===== src/rtl/result_credit_fifo_pkg.sv =====
// Shared convolution-engine constants and the up/down counter helper used by
// the result credit FIFO.
package result_credit_fifo_pkg;

   localparam int CeDataWidth = 32;
   localparam int MacLatency  = 7;

   typedef enum logic [1:0] {
      CRED_HOLD = 2'd0,
      CRED_INC  = 2'd1,
      CRED_DEC  = 2'd2
   } cred_op_e;

   // A simultaneous increment and decrement cancels out.
   function automatic cred_op_e cred_op(input logic inc, input logic dec);
      cred_op_e op;
      case ({inc, dec})
         2'b10:   op = CRED_INC;
         2'b01:   op = CRED_DEC;
         default: op = CRED_HOLD;
      endcase
      return op;
   endfunction

endpackage


===== src/rtl/result_credit_fifo_result_ram.sv =====
// Result storage: one write port, one asynchronous read port, wrapping pointers.
// Storage is intentionally left unreset; only the pointers clear.
module result_ram #(
   parameter int DataWidth = 32,
   parameter int Depth     = 8
) (
   input  logic                 clk,
   input  logic                 aclr_n,
   input  logic                 wr_en,
   input  logic [DataWidth-1:0] wr_data,
   input  logic                 rd_en,
   output logic [DataWidth-1:0] rd_data
);

   localparam int AddrW = $clog2(Depth);

   logic [DataWidth-1:0] mem_r [Depth];
   logic [AddrW-1:0]     wr_ptr_r;
   logic [AddrW-1:0]     rd_ptr_r;

   // Pointers wrap naturally because Depth is a power of two.
   always_ff @(posedge clk or negedge aclr_n) begin
      if (!aclr_n) begin
         wr_ptr_r <= {AddrW{1'b0}};
         rd_ptr_r <= {AddrW{1'b0}};
      end else begin
         if (wr_en) begin
            wr_ptr_r <= wr_ptr_r + AddrW'(1);
         end
         if (rd_en) begin
            rd_ptr_r <= rd_ptr_r + AddrW'(1);
         end
      end
   end

   // Storage write.
   always_ff @(posedge clk) begin
      if (wr_en) begin
         mem_r[wr_ptr_r] <= wr_data;
      end
   end

   assign rd_data = mem_r[rd_ptr_r];

endmodule


===== src/rtl/result_credit_fifo.sv =====
// Credit-gated result buffer behind the multiply-add pipeline: issue is only
// allowed while every outstanding operation is guaranteed a buffer slot.
module result_credit_fifo
   import result_credit_fifo_pkg::*;
#(
   parameter int DataWidth = CeDataWidth,
   parameter int Depth     = 8
) (
   input  logic                         clk,
   input  logic                         aclr_n,
   output logic                         issue_ready,
   input  logic                         issue_valid,
   input  logic                         res_valid,
   input  logic [DataWidth-1:0]         res_data,
   output logic                         out_valid,
   input  logic                         out_ready,
   output logic [DataWidth-1:0]         out_data,
   output logic [$clog2(Depth+1)-1:0]   in_flight,
   output logic [$clog2(Depth+1)-1:0]   count,
   output logic                         err
);

   localparam int CntW = $clog2(Depth + 1);
   localparam logic [CntW:0]   DepthExt = (CntW + 1)'(Depth);
   localparam logic [CntW-1:0] DepthCnt = CntW'(Depth);
   localparam logic [CntW-1:0] ZeroCnt  = {CntW{1'b0}};
   localparam logic [CntW-1:0] OneCnt   = CntW'(1);

   logic [CntW-1:0] in_flight_r;
   logic [CntW-1:0] count_r;
   logic            err_r;

   logic [CntW:0]   used_s;
   logic            issue_ready_s;
   logic            out_valid_s;
   logic            issue_fire_s;
   logic            bad_issue_s;
   logic            orphan_s;
   logic            ret_s;
   logic            push_s;
   logic            pop_s;
   cred_op_e        if_op_s;
   cred_op_e        cnt_op_s;

   // Credit check and event decode; an orphan result never returns a credit.
   always_comb begin
      used_s        = {1'b0, count_r} + {1'b0, in_flight_r};
      issue_ready_s = (used_s < DepthExt);
      out_valid_s   = (count_r != ZeroCnt);
      issue_fire_s  = issue_valid & issue_ready_s;
      bad_issue_s   = issue_valid & ~issue_ready_s;
      orphan_s      = res_valid & (in_flight_r == ZeroCnt);
      ret_s         = res_valid & ~orphan_s;
      push_s        = res_valid & (count_r != DepthCnt);
      pop_s         = out_valid_s & out_ready;
      if_op_s       = cred_op(issue_fire_s, ret_s);
      cnt_op_s      = cred_op(push_s, pop_s);
   end

   // Credit, occupancy and sticky error state.
   always_ff @(posedge clk or negedge aclr_n) begin
      if (!aclr_n) begin
         in_flight_r <= ZeroCnt;
         count_r     <= ZeroCnt;
         err_r       <= 1'b0;
      end else begin
         case (if_op_s)
            CRED_INC: in_flight_r <= in_flight_r + OneCnt;
            CRED_DEC: in_flight_r <= in_flight_r - OneCnt;
            default:  in_flight_r <= in_flight_r;
         endcase
         case (cnt_op_s)
            CRED_INC: count_r <= count_r + OneCnt;
            CRED_DEC: count_r <= count_r - OneCnt;
            default:  count_r <= count_r;
         endcase
         if (bad_issue_s || orphan_s) begin
            err_r <= 1'b1;
         end else begin
            err_r <= err_r;
         end
      end
   end

   result_ram #(
      .DataWidth (DataWidth),
      .Depth     (Depth)
   ) u_ram (
      .clk     (clk),
      .aclr_n  (aclr_n),
      .wr_en   (push_s),
      .wr_data (res_data),
      .rd_en   (pop_s),
      .rd_data (out_data)
   );

   assign issue_ready = issue_ready_s;
   assign out_valid   = out_valid_s;
   assign in_flight   = in_flight_r;
   assign count       = count_r;
   assign err         = err_r;

endmodule


===== config.mk =====
export PLATFORM = sky130hd
export DESIGN_NAME = result_credit_fifo
export DESIGN_NICKNAME = d
export VERILOG_FILES = /design/src/rtl/result_credit_fifo_pkg.sv /design/src/rtl/result_credit_fifo_result_ram.sv /design/src/rtl/result_credit_fifo.sv
export SDC_FILE = /design/constraint.sdc
export NUM_CORES = 1
export LEC_CHECK = 0
export ABC_AREA = 1
export CAP_MARGIN = 10
export CORE_MARGIN = 2
export CORE_UTILIZATION = 29
export CTS_BUF_LIST = sky130_fd_sc_hd__clkbuf_8 sky130_fd_sc_hd__clkbuf_16
export CTS_CLUSTER_SIZE = 30
export DETAILED_ROUTE_END_ITERATION = 6
export PLACE_DENSITY = 0.58
export REMOVE_ABC_BUFFERS = 1
export SYNTH_ARGS = -nofsm -noshare
export SYNTH_HDL_FRONTEND = slang
export SYNTH_SLANG_ARGS = --single-unit

===== constraint.sdc =====
create_clock -name clk -period 2.8 [get_ports clk]
set_input_delay 0.56 -clock clk [delete_from_list [all_inputs] [get_ports clk]]
set_output_delay 0.56 -clock clk [all_outputs]
set_load 0.1 [all_outputs]

Word level (Yosys, flattened, before mapping)
Memories as Yosys holds them, arrays and structs flattened.
Cells that the tools add are included.
{"block": "totals", "regBits": 15, "latchBits": 0, "mem_bits_rw": 256, "rom_bits": 0, "input_bits": 37, "output_inout_bits": 43, "wordCells": 42, "memories": 1}
{"memory": "u_ram.mem_r", "depth": 8, "word_bits": 32, "read_ports": 1, "rd_clocked_by_memory_dff": 0, "wr": 1, "line": "result_credit_fifo_result_ram.sv:17", "source": "logic [DataWidth-1:0] mem_r [Depth];"}
{"block": "op_classes", "n_addsub": 7, "n_mul": 0, "div": 0, "order_cmp": 1, "eq_ne": 9, "n_shift": 0, "n_mux": 6, "bitwise_logic": 8, "reduce_logical": 5}
{"cell": "4-bit case mux with 2 select lines", "n": 2}
{"cell": "4-bit by 1-bit adder with 4-bit output (second input constant)", "n": 2}
{"cell": "2-bit by 1-bit == test with 1-bit output (second input constant)", "n": 4}
{"cell": "2-bit == test (second input constant)", "n": 4}
{"cell": "2-bit case mux with 2 select lines", "n": 2}
{"cell": "4-bit by 1-bit subtractor with 4-bit output (second input constant)", "n": 2}
{"cell": "3-bit by 1-bit adder with 3-bit output (second input constant)", "n": 2}
{"cell": "1-bit bitwise AND", "n": 6}
{"cell": "4-bit by 4-bit adder with 5-bit output", "n": 1}
{"cell": "5-bit by 4-bit < comparator with 1-bit output (second input constant)", "n": 1}
{"cell": "4-bit zero test", "n": 1}
{"cell": "4-bit inequality test (second input constant)", "n": 1}
{"cell": "2-bit nonzero test", "n": 2}
{"cell": "4-bit nonzero test", "n": 1}
{"cell": "1-bit 2-to-1 mux", "n": 2}
{"cell": "1-bit NOT", "n": 2}
{"cell": "1-bit logical OR", "n": 1}

Logic depth before layout (Yosys ltp)
Gate-level depths: netlist (run 1).
{"block": "logic_depth", "depth_word": 8, "mapped_depth": 16, "ltp_nobuf": 16}

Modules after synthesis
Synthesis (run 1) repeated with hierarchy kept, for this count alone.
{"block": "hier_totals", "cells_unflattened": 1241, "area_unflattened_um2": 12144.1}
{"module": "result_ram", "instances": 1, "cells_each": 1146, "area_per_inst_um2": 11432.2, "seq_area_each_um2": 7837.5}
{"module": "result_credit_fifo", "instances": 1, "cells_each": 95, "area_per_inst_um2": 711.9, "seq_area_each_um2": 225.2}

Least setup slack after synthesis (run 1)
Ideal clock, no wire load.
{"block": "synth_timing", "path_type": "reg-to-reg", "start": "register count_r[3], in the netlist count[3]", "end": "register in_flight_r[3], in the netlist in_flight[3]", "setup_time_ps": 120, "t_arrival_ps": 3371, "required_ps": 2680, "path_slack_ps": -690, "stages_incl_launch_ff": 13, "path_buffers": 0, "synth_period_minus_slack_ps": 3490, "path_cell_list": "dfrtp_1 ha_1 nor3_1 nand2_1 inv_1 nand2_1 ha_1 ha_1 or2_2 nand3_1 nand2_1 nand2_1 nand2_1"}
{"block": "synth_via", "elab_chain_cells": 7, "elab_cells_between_ends": 10, "classes_between": "add/sub: 1; order compare: 1; eq/ne: 4; mux: 2; bitwise: 1; reduce/logical: 1"}
{"element": "start: declaration", "line": "result_credit_fifo.sv:30", "source": "logic [CntW-1:0] count_r;"}
{"element": "start signal: assignment", "line": "result_credit_fifo.sv:64", "source": "count_r <= ZeroCnt;"}
{"element": "start signal: assignment", "line": "result_credit_fifo.sv:73", "source": "CRED_INC: count_r <= count_r + OneCnt;"}
{"element": "start signal: assignment", "line": "result_credit_fifo.sv:74", "source": "CRED_DEC: count_r <= count_r - OneCnt;"}
{"element": "4-bit by 4-bit adder with 5-bit output *", "line": "result_credit_fifo.sv:47", "source": "used_s = {1'b0, count_r} + {1'b0, in_flight_r};"}
{"element": "5-bit by 4-bit < comparator with 1-bit output *", "line": "result_credit_fifo.sv:48", "source": "issue_ready_s = (used_s < DepthExt);"}
{"element": "named net issue_ready", "line": "result_credit_fifo.sv:11", "source": "output logic issue_ready,"}
{"element": "1-bit bitwise AND *", "line": "result_credit_fifo.sv:50", "source": "issue_fire_s = issue_valid & issue_ready_s;"}
{"element": "2-bit by 1-bit == test with 1-bit output / 2-bit == test (equally long branches)", "line": "result_credit_fifo_pkg.sv:17", "source": "case ({inc, dec})"}
{"element": "2-bit case mux with 2 select lines *", "line": "result_credit_fifo_pkg.sv:17"}
{"element": "2-bit == test / 2-bit by 1-bit == test with 1-bit output (equally long branches)", "line": "result_credit_fifo.sv:67", "source": "case (if_op_s)"}
{"element": "4-bit case mux with 2 select lines / 2-bit nonzero test (equally long branches)"}
{"element": "end signal: assignment", "line": "result_credit_fifo.sv:68", "source": "CRED_INC: in_flight_r <= in_flight_r + OneCnt;"}
{"element": "end signal: assignment", "line": "result_credit_fifo.sv:69", "source": "CRED_DEC: in_flight_r <= in_flight_r - OneCnt;"}
{"element": "end signal: assignment", "line": "result_credit_fifo.sv:70", "source": "default: in_flight_r <= in_flight_r;"}
{"element": "end: declaration", "line": "result_credit_fifo.sv:29", "source": "logic [CntW-1:0] in_flight_r;"}
The timed path passes the listed nets; every way through them passes the cells marked *.
A chain may end at the register's enable or synchronous reset.

Worst setup path in the final report (run 1)
{"block": "layout_timing", "start": "register u_ram.rd_ptr_r[0]", "end": "output port out_data[2]"}
{"block": "layout_via", "elab_chain_cells": 1}
{"element": "start: declaration", "line": "result_credit_fifo_result_ram.sv:19", "source": "logic [AddrW-1:0] rd_ptr_r;"}
{"element": "start signal: assignment", "line": "result_credit_fifo_result_ram.sv:25", "source": "rd_ptr_r <= {AddrW{1'b0}};"}
{"element": "start signal: assignment", "line": "result_credit_fifo_result_ram.sv:31", "source": "rd_ptr_r <= rd_ptr_r + AddrW'(1);"}
{"element": "memory read 8 x 32 bit"}
{"element": "end: declaration", "line": "result_credit_fifo.sv:17", "source": "output logic [DataWidth-1:0] out_data,"}
Every way passes these cells.

==> flow_metrics.tcl, run 1 <==
set metrics [dict create \
    status "complete, no violations" \
    synth-simple-area-share_pct 16.30 \
    multi_input_area_mm2 0.002909 \
    period_share_pct 97.93 \
    drive_gt1_share_pct 15.70 \
    regArea_mm2 0.008069 \
    cts.htree.levels 1 \
    core-area_mm2 0.03838 \
    holdCritPathClass "in -> async" \
    cp-end-kind "output pin" \
    netlist_area_mm2 0.01120 \
    clk-insertion-delay-late_ns 0.56 \
    synth_cell_types 24 \
    crit_type "reg -> out" \
    synth_cells 986 \
    wl_per_cell_um 17.11 \
    relSlewSlack_pct 51.10 \
    vias_per_cell 4.451 \
    grt_pass1_wl_um 41410 \
    ant_nets 0 \
    initial_core_util_pct 29.20 \
    rows 72 \
    timing_hold_violations_final 0 \
    crit_arrival_ns 2.18 \
    syn_area_per_cell_um2 11.36 \
    pin_count 80 \
    yosysSeqAreaShare_pct 71.96 \
    rsz0062_at_grt "true" \
    dr_wl_met3_um 1260 \
    cts_made_buffers 29 \
    die_w_um 200.6 \
    fin_nets 1135 \
    finalSetupViolCount 0 \
    clk_pin_slew_ns 0.06 \
    worst_setup_path_start_kind "register" \
    die_y_um 200.6 \
    fill_cells 3728 \
    grt_pass1_vias 7207 \
    gr-total-overflow 0 \
    drv_slew 0 \
    dpl.hpwl_um 15000 \
    synth_top_family_by_area "simple AND/OR/NAND/NOR gates" \
    synth_xor_xnor_area_share_pct 0.5472 \
    synth-compound-area-share_pct 6.198 \
    ys_warn_count 0 \
    drt_iter0_drc 606 \
    antenna_cells 0 \
    wl_met1_um 12650 \
    cts_root_buf "clkbuf_16" \
    cap_viol_max_count 0 \
    grt_usage_pct 13.10 \
    hold_slack_ns 0.4362 \
    fin_ws_ns 0.05802 \
    tightest_slew_ns 0.7312 \
    cp.required_ns 2.24 \
    portBuffers 79 \
    routed_wl_um 27820 \
    cts_sinks 271 \
    max_clock_freq_mhz 364.7 \
    place_ws_ns 0.3356 \
    skew_ns 0.01039 \
    gp_congestion 0.7612 \
    synth_mux_area_share_pct 0 \
    vias 7238 \
    clockBufferDepth 3 \
    fin_crit_ns 2.742 \
    cts_tree "yes" \
    met2_length_um 13420 \
    synthAdderAreaFrac_pct 1.586 \
    ys_ff_latch 271 \
    syn2layout_area_growth_pct 28.67 \
    path_max_fanout 26 \
    die_area_mm2 0.04022 \
    drc 0 \
    grt_max_degree 66 \
    drt_first_pass_iters 5 \
    antenna_found_initial 2 \
    top_layer "met5" \
]
-- synthesized netlist by cell type --
cell type,number,area share [%]
nand2_1,302,10
edfxtp_1,256,69
nor3_1,1,0.045
nor2_1,172,5.8
buf_2,18,0.80
inv_2,1,0.033
o21ai_1,32,1.4
nand3_1,6,0.27
o21ai_0,104,4.6
ha_1,11,1.2
dfrtp_1,15,3.4
clkbuf_2,2,0.089
o21bai_1,1,0.067
inv_1,24,0.80
buf_1,6,0.20
or2_2,2,0.11
a31oi_1,1,0.056
xnor2_1,4,0.31
xor2_1,3,0.23
buf_6,6,0.60
fa_1,2,0.36
buf_4,6,0.40
buf_8,1,0.13
clkbuf_1,10,0.34
-- stage by stage --
stage / instances / setup TNS [ns] / area, um2 / util [%]
2_1_floorplan: 937 / -211.91 / 10920 / -
3_3_place_gp: 1559 / 0 / 13080 / 34.08
3_5_place_dp: 1559 / 0 / 13080 / 34.08
4_1_cts: 1617 / 0 / 14180 / 36.95
5_1_grt: 1626 / -0.08072 / 14420 / 37.57
6_report: 1626 / 0 / 14420 / 37.57
-- critical path, stage by stage, from the launching register on --
cell	delay [ns]
dfrtp_4	0.55
buf_4	0.17
buf_16	0.17
nor2_1	0.12
nor2_1	0.05
o21ai_0	0.09
nand2_1	0.10
nand2_2	0.08
nand2_2	0.10
buf_12	0.18
-- path summary, 6_finish.rpt --
| kind | from | slack (ns) | depth (start not counted) | to |
|---|---|---|---|---|
| min reg2reg | u_ram.wr_ptr_r[0] | 0.54 | 2 | u_ram.wr_ptr_r[0] |
| max in group asynchronous | aclr_n | 1.82 | 1 | u_ram.rd_ptr_r[0] |
| min in group clk | u_ram.wr_ptr_r[0] | 0.54 | 2 | u_ram.wr_ptr_r[0] |
| max reg2reg | in_flight[3] | 0.45 | 12 | in_flight[3] |
| min | aclr_n | 0.44 | 1 | count[0] |
| max | u_ram.rd_ptr_r[0] | 0.06 | 9 | out_data[2] |
-- kinds of logic (layout without fill, tap and decap cells) --
logic type	after synthesis	in the layout
AND/OR/NAND/NOR	483	483
flip-flops	271	271
AO/OA/AOI/OAI	138	138
buffers and inverters	74	196
adder cells (fa/ha/maj)	13	13
XOR/XNOR	7	7
-- metal layers --
| layer | vias up | GRT usage, % |
|---|---|---|
| li1 | 3545 | - |
| met1 | 3502 | 17.48 |
| met2 | 143 | 22.23 |
| met3 | 44 | 2.468 |
| met4 | 4 | 2.910 |
| met5 | - | 0 |
-- flip-flops by register name (all words and copies together), names as in the netlist --
name	flops
u_ram.mem_r	256
count	4
in_flight	4
u_ram.rd_ptr_r	3
u_ram.wr_ptr_r	3
err	1
-- area by class of cell --
class,instances,share of cell area (%)
flip-flops and latches,271,55.97
multi-input cells,641,20.18
repair buffers,116,11.80
clock buffers,30,5.129
well taps,518,4.496
clock inverters,24,1.606
inverters,25,0.7551
repair inverters,1,0.06075
-- cells in the final DEF, fill, tap and decap left out, types with 2 or more instances in the layout --
| master | count |
|---|---|
| nand2_1 | 282 |
| edfxtp_1 | 256 |
| nor2_1 | 153 |
| o21ai_0 | 95 |
| buf_12 | 44 |
| o21ai_1 | 38 |
| clkdlybuf4s50_1 | 36 |
| clkbuf_16 | 33 |
| inv_1 | 28 |
| buf_4 | 24 |
| nand2_2 | 20 |
| dfrtp_1 | 12 |
| nor2_2 | 11 |
| ha_1 | 11 |
| nor2_4 | 8 |
| nand3_1 | 6 |
| clkinv_1 | 5 |
| clkinv_2 | 5 |
| xnor2_1 | 4 |
| bufinv_16 | 4 |
| buf_16 | 4 |
| o21ai_2 | 3 |
| xor2_1 | 3 |
| or2_2 | 2 |
| fa_1 | 2 |
| inv_6 | 2 |
| buf_6 | 2 |
| dfrtp_2 | 2 |
-- timing repair --
item,in CTS,in global routing
gates resized for setup,17,37
pin swaps,1,1
hold endpoints to repair,0,0
endpoints found under the setup margin,29,31
gates cloned,3,5
hold buffers,0,0
setup buffers,1,4
Power of run 1 is left out: the tool's default activity adds up to more than one toggle a clock period on the data nets, which glitch-free logic cannot reach.
==> run 2, diff against run 1 <==
Settings changed: CORE_UTILIZATION 29 to 59, PLACE_DENSITY 0.58 to 0.91, SYNTH_HIERARCHICAL from default to 1.
Clock period 2.8 ns to 2.6 ns, I/O delays scaled along.
==> run 2 against run 1 <==
The run now ends with DRC, setup timing left. Critical path type unchanged. Worst hold slack worse by 0.049 ns. Via count up 40%. Synthesized area up 8.4%. Clock-buffer cell count down 2. Design area up 6.8%. Clock skew up 0.012 ns. Non-clock buffer count up 5. Routed wire length up 42%. Global-route usage up 19 points. Synthesized cell count up 26%.
==> flow_metrics.tcl, run 2 <==
set metrics [dict create \
    period_share_pct 105.4 \
    grt_pass1_wl_um 53210 \
    portBuffers 79 \
    pin_count 80 \
    use_met1_pct 38.79 \
    routed_wl_um 39510 \
    mostFrequentLayoutCells "375 x nand2_1, 284 x inv_1, 256 x edfxtp_1" \
    antenna_cells 0 \
    clk_pin_slew_ns 0.07 \
    wl_per_cell_um 24.22 \
    grt_usage_pct 32.22 \
    gp_congestion 0.7961 \
    grt_pass1_vias 9664 \
    violations "DRC, setup timing" \
    die_w_um 147.5 \
    antenna_found_initial 0 \
    top_register "u_ram/mem_r" \
    cp-end-kind "output pin" \
    gr-usage-met2_pct 53.57 \
    crit_arrival_ns 2.22 \
    core-area_mm2 0.02023 \
    ys_ff_latch 271 \
    netlist_area_mm2 0.01214 \
    clk-insertion-delay-late_ns 0.56 \
    clockBufferDepth 3 \
    rows 52 \
    drive_gt1_share_pct 18.59 \
    cts_root_buf "clkbuf_16" \
    synth_cell_types 23 \
    max_clock_freq_mhz 364.9 \
    cts_sinks 271 \
    top_usage_layer "met2" \
    fin_ws_ns -0.1402 \
    die_area_mm2 0.02175 \
    fin_nets 1391 \
    ys_warn_count 6 \
    tightest_slew_ns 0.7134 \
    worst_setup_path_start_kind "register" \
    timing_hold_violations_final 0 \
    multi_input_area_mm2 0.003208 \
    cts_made_buffers 26 \
    fill_cells 1014 \
    synth_enable_flop_cells 256 \
    skew_ns 0.02269 \
    place_ws_ns 0.2187 \
    grtUsageMet3_pct 7.685 \
    yosys-top-cells-area "edfxtp_1 63%, nand2_1 14%, inv_1 8.6%" \
    syn2layout_area_growth_pct 26.77 \
    status "finished with violations" \
    drt_first_pass_iters 7 \
    fin_crit_ns 2.740 \
    regArea_mm2 0.008069 \
    cap_viol_max_count 0 \
    synth_commonest_cells "458 x nand2_1, 279 x inv_1, 256 x edfxtp_1" \
    syn_area_per_cell_um2 9.786 \
    yosysTopAreaCell "edfxtp_1" \
    path_max_fanout 22 \
    synthArstFlopShare_pct 5.535 \
    synth_cells 1241 \
    holdCritPathClass "in -> async" \
    cts_tree "yes" \
    netlist.area_leader.share_pct 63.30 \
    dpl.hpwl_um 16410 \
    cp.required_ns 2.08 \
    rsz0062_at_grt "true" \
    drc 1 \
    cts_hold_buf 0 \
    grt_max_degree 39 \
    drt_iter0_drc 2014 \
    die_y_um 147.5 \
    yosysSeqAreaShare_pct 66.39 \
    cts.htree.levels 1 \
    synth_most_common_cell "nand2_1" \
    crit_type "reg -> out" \
    initial_core_util_pct 60.02 \
    ys.flop_type "edfxtp_1" \
    ant_nets 0 \
    gr-total-overflow 0 \
    finalSetupViolCount 32 \
    largest_register_ffs 256 \
    final_common_cell "nand2_1" \
    relSlewSlack_pct 52.29 \
    vias_per_cell 6.210 \
    vias 10130 \
    hold_slack_ns 0.3876 \
    drv_slew 0 \
]
==> run 2: cell count changes after synthesis, moves of 5 or more <==
cell / previous run / this run
inv_1: 24 / 279
nor2_1: 172 / 12
buf_6: 6 / 0
nand3_1: 6 / 134
o21ai_0: 104 / 6
clkbuf_1: 10 / 2
buf_2: 18 / 30
o21ai_1: 32 / 0
buf_4: 6 / 11
nand2_1: 302 / 458
==> run 2: path summary, 6_finish.rpt <==
kind	startpoint	end	slack, ns	cells past startpoint
worst min register to register	u_ram/wr_ptr_r[0]	u_ram/wr_ptr_r[0]	0.55	2
worst max-delay path	u_ram/rd_ptr_r[0]	out_data[2]	-0.14	8
min in group clk	issue_valid	err	0.55	3
worst max register to register	count[3]	in_flight[3]	0.23	13
max in group asynchronous	aclr_n	u_ram/rd_ptr_r[0]	1.69	1
worst min-delay path	aclr_n	u_ram/rd_ptr_r[0]	0.39	1
==> run 2: metrics by stage <==
| step | setup TNS (ns) | utilization (%) | cells | area [um2] |
|---|---|---|---|---|
| final | -1.793 | 76.08 | 1631 | 15390 |
| after global routing | -2.867 | 76.08 | 1631 | 15390 |
| after CTS | -0.07061 | 73.25 | 1621 | 14820 |
| after detailed placement | 0 | 67.89 | 1563 | 13740 |
| after global placement | 0 | 67.89 | 1563 | 13740 |
| after floorplan | -304.08 | - | 1192 | 11880 |
==> run 2: repair_timing <==
| action | 4_1_cts | 5_1_grt |
|---|---|---|
| gates resized for setup | 16 | 127 |
| setup endpoints to repair | 32 | 32 |
| pin swaps | 1 | 45 |
| hold endpoints to repair | 0 | 0 |
| buffers inserted | 5 | 5 |
| cloned | 5 | 7 |
==> run 2: worst max-delay path, cell delays in order (launching register included) <==
cell and delay (ns):
dfrtp_4 0.54, clkinv_8 0.14, buf_12 0.19, nand2_1 0.11, nand3_1 0.11, nand2_1 0.15
nand2_1 0.08, nand2_2 0.15, buf_12 0.19
==> run 2: cell type report <==
type | count | area share, %
clock buffer | 28 | 4.405
tap | 270 | 2.194
clock inverter | 20 | 1.016
timing repair buffer | 121 | 12.13
inverter | 282 | 6.998
sequential | 271 | 52.41
multi-input combinational | 639 | 20.84
==> run 2: routing by layer <==
metal  vias to the layer above  wire length, um
met2                      1133            18230
met4                         0             3338
li1                       4049                -
met3                       322             5602
met1                      4624            12340
met5                         -                0
==> run 2: kinds of logic (layout without fill, tap and decap cells) <==
family / Yosys count / count (layout) / synth area share (%)
buffers and inverters: 331 / 451 / 10.88
and+or+nand+nor: 611 / 611 / 20.40
DFF: 271 / 271 / 66.39
xor gates and xnor gates: 7 / 7 / 0.5049
AOI/OAI and AO/OA: 8 / 8 / 0.3607
adders and majority gates: 13 / 13 / 1.463
Power of run 2 is left out for the same reason.
==> run 3, diff against run 2 <==
Settings changed: CORE_MARGIN 2 to 4.
==> run 3 against run 2 <==
The flow finishes with violations (setup timing). Register-to-register slack gained 0.02 ns. Worst hold slack gained 0.055 ns. First-iteration DRC count shrank 36%.
==> flow_metrics.tcl, run 3 (synthesis gave the netlist of run 2 again) <==
set metrics [dict create \
    drc 0 \
    cts_made_buffers 27 \
    die_area_mm2 0.02294 \
    cts_tree "yes" \
    final_common_cell "nand2_1" \
    hold_slack_ns 0.4425 \
    period_share_pct 101.0 \
    timing_hold_violations_final 0 \
    path_max_fanout 31 \
    clk-insertion-delay-late_ns 0.53 \
    antenna_found_initial 0 \
    die_w_um 151.5 \
    grt_pass1_wl_um 47380 \
    fin_nets 1378 \
    crit_type "reg -> out" \
    pin_count 80 \
    worst_setup_path_start_kind "register" \
    vias 9138 \
    fin_ws_ns -0.02668 \
    wl_per_cell_um 19.99 \
    routed_wl_um 32340 \
    relSlewSlack_pct 49.24 \
    portBuffers 79 \
    cp-end-kind "output pin" \
    rsz0062_at_grt "true" \
    drv_slew 0 \
    syn2layout_area_growth_pct 20.80 \
    core-area_mm2 0.02023 \
    vias_per_cell 5.648 \
    cts_hold_buf 0 \
    grt_pass1_vias 9075 \
    cp.required_ns 2.08 \
    max_clock_freq_mhz 380.7 \
    fill_cells 1167 \
    holdCritPathClass "in -> async" \
    die_y_um 151.5 \
    drt_iter0_drc 1290 \
    finalSetupViolCount 4 \
    tightest_slew_ns 0.7590 \
    grt_max_degree 67 \
    grt_usage_pct 26.74 \
    ant_nets 0 \
    antenna_cells 0 \
    clockBufferDepth 3 \
    fin_crit_ns 2.627 \
    dpl.hpwl_um 16780 \
    cts.htree.levels 1 \
    violations "setup timing" \
    crit_arrival_ns 2.11 \
    drive_gt1_share_pct 9.347 \
    skew_ns 0.01524 \
    cts_sinks 271 \
    cap_viol_max_count 0 \
    clk_pin_slew_ns 0.07 \
    largest_register_ffs 256 \
    status "finished with violations" \
    top_register "u_ram/mem_r" \
    mostFrequentLayoutCells "458 x nand2_1, 287 x inv_1, 256 x edfxtp_1" \
    gp_congestion 0.8397 \
    drt_first_pass_iters 6 \
    gr-total-overflow 0 \
    cts_root_buf "clkbuf_16" \
    initial_core_util_pct 60.02 \
    rows 52 \
]
run 3: path summary, 6_finish.rpt:
check,from,end,slack [ns],cells past startpoint
setup / recovery,u_ram/rd_ptr_r[0],out_data[19],-0.03,8
hold / removal,aclr_n,u_ram/rd_ptr_r[0],0.44,1
setup reg to reg,count[3],in_flight[3],0.25,12
hold reg to reg,u_ram/wr_ptr_r[0],u_ram/wr_ptr_r[0],0.55,2
max in group asynchronous,aclr_n,u_ram/rd_ptr_r[0],1.61,1
min in group clk,u_ram/wr_ptr_r[0],u_ram/wr_ptr_r[0],0.55,2
run 3: metal layers:
layer	GRT usage, %	share of wire [%]	up-vias
met1	34.03	34	4264
met3	4.402	11	146
li1	-	-	4021
met5	0	0	-
met2	46.08	50	707
met4	10.65	4.5	0
run 3: what timing repair did:
action,4_1_cts,5_1_grt
gates cloned,0,4
resized for setup,1,8
pin swaps,0,0
setup buffers,0,0
endpoints found under the setup margin,14,32
run 3: layout make-up:
| class | instances | area [um2] | area share, % |
|---|---|---|---|
| flip-flops and latches | 271 | 8069 | 55.00 |
| multi-input cells | 639 | 2820 | 19.22 |
| repair buffers | 107 | 1556 | 10.61 |
| inverters | 282 | 1066 | 7.267 |
| clock buffers | 32 | 744.5 | 5.075 |
| well taps | 270 | 337.8 | 2.303 |
| clock inverters | 17 | 76.32 | 0.5203 |
run 3: worst max-delay path, stage by stage (launching register included):
cell	delay [ns]
dfrtp_4	0.55
inv_8	0.15
clkbuf_16	0.24
nand2_1	0.10
nand3_1	0.11
nand2_1	0.08
nand2_1	0.06
nand2_1	0.09
buf_12	0.17
run 3: metrics by stage:
stage	worst slack [ns]	utilization, %	TNS [ns]	area (um2)	cells
2_1_floorplan	-2.771	-	-304.08	11880	1192
3_3_place_gp	0.2488	67.78	0	13710	1565
3_5_place_dp	0.2189	67.78	0	13710	1565
4_1_cts	-0.05843	71.85	-0.3562	14540	1614
5_1_grt	-0.06820	72.50	-1.135	14670	1618
6_report	-0.02668	72.50	-0.06246	14670	1618
Power of run 3 is left out for the same reason.
==> RTL edit 1, RTL diff (config.mk and constraints of run 1) <==
`Depth` is set to 8 in 2 places; all go to 4.
--- a/src/rtl/result_credit_fifo_result_ram.sv
+++ b/src/rtl/result_credit_fifo_result_ram.sv
@@ -2,7 +2,7 @@
 // Storage is intentionally left unreset; only the pointers clear.
 module result_ram #(
    parameter int DataWidth = 32,
-   parameter int Depth     = 8
+   parameter int Depth     = 4
 ) (
    input  logic                 clk,
    input  logic                 aclr_n,
--- a/src/rtl/result_credit_fifo.sv
+++ b/src/rtl/result_credit_fifo.sv
@@ -4,7 +4,7 @@
    import result_credit_fifo_pkg::*;
 #(
    parameter int DataWidth = CeDataWidth,
-   parameter int Depth     = 8
+   parameter int Depth     = 4
 ) (
    input  logic                         clk,
    input  logic                         aclr_n,
Ports: changed (resized count and in_flight); port bits go from 80 to 78. No check against the original RTL was run, so the function may have changed too.
==> RTL edit 1 against run 1 <==
Synthesized cell count is 52% lower. Cell area decreased by 46%. Setup slack gained 0.16 ns. Register-to-register slack improved by 0.29 ns. Sequential cell count is 132 lower. Routed wire length fell by 58%. Area after synthesis is 48% lower. Largest cell class unchanged.
Power is left out: the tool's default activity adds up to more than one toggle a clock period on the data nets, which glitch-free logic cannot reach.
==> RTL edit 1: results (changes against run 1) <==
metric;value;unit;change
run_status;finished, final reports clean;;unchanged
nClkBuffers;17;;was 30
regArea;4120;um2;was 8070 um2
synthArstFlopShare;0.0791;;was 0.0554
antenna_found_initial;1;;was 2
layout.nets;599;;was 1,135
max_stage_delay;0.43;ns;was 0.55 ns
critPathTopFamily;buffers and inverters;;was flip-flops
nMultiInputCombCells;221;;was 641
rows;51;;was 72
grtUsageMet1;0.131;;was 0.175
synth.distinct_cells;18;;was 24
globalRouteTotalUtil;0.115;;was 0.131
synthAdderAreaFrac;0.0240;;was 0.0159
dr.pass1.iters;4;;was 5
grt_pass1_wl;18.9;mm;was 41.4 mm
cts_setup_buffers;0;;was 1
place.gp.congestion;0.691;;was 0.761
drive_gt1_frac;0.145;;was 0.157
via_per_inst;4.33;;was 4.45
grtUsageMet3;0.0470;;was 0.0247
sequential_cell_total;139;;was 271
htreeDepth;4;;was 1
vias;3591;;was 7,238
synth-edff-count;128;;was 256
nonClkBufAreaFrac;0.154;;was 0.118
yosysSeqAreaShare;0.706;;was 0.720
placedCellCount;798;;was 1,559
## RTL edit 1: cell types whose count changed after synthesis, moves of 4 or more
cell      change
o211ai_1     +64
clkbuf_1      -8
nand2_1     -179
o21ai_0     -102
edfxtp_1    -128
o21ai_1      -32
buf_2        -13
buf_6         +5
nand3_1       +5
buf_1         -6
nor2_1      -166
dfrtp_1       -4
inv_1        +63
## RTL edit 1: path summary, 6_finish.rpt
path / start / end / slack, ns / cells after the start
worst max register to register: in_flight[1] / in_flight[2] / 0.74 / 11
min in group clk: count[0] / count[0] / 0.54 / 1
worst min register to register: count[0] / count[0] / 0.54 / 1
worst min-delay path: aclr_n / u_ram.rd_ptr_r[0] / 0.50 / 1
max in group asynchronous: aclr_n / u_ram.rd_ptr_r[1] / 1.91 / 1
worst max-delay path: u_ram.rd_ptr_r[0] / out_data[29] / 0.21 / 6
## RTL edit 1: metal layers
layer	share of wire	wire length, um
met1	0.42	4850
met2	0.50	5850
met3	0.073	849
met4	0.0064	75
met5	0.0011	13
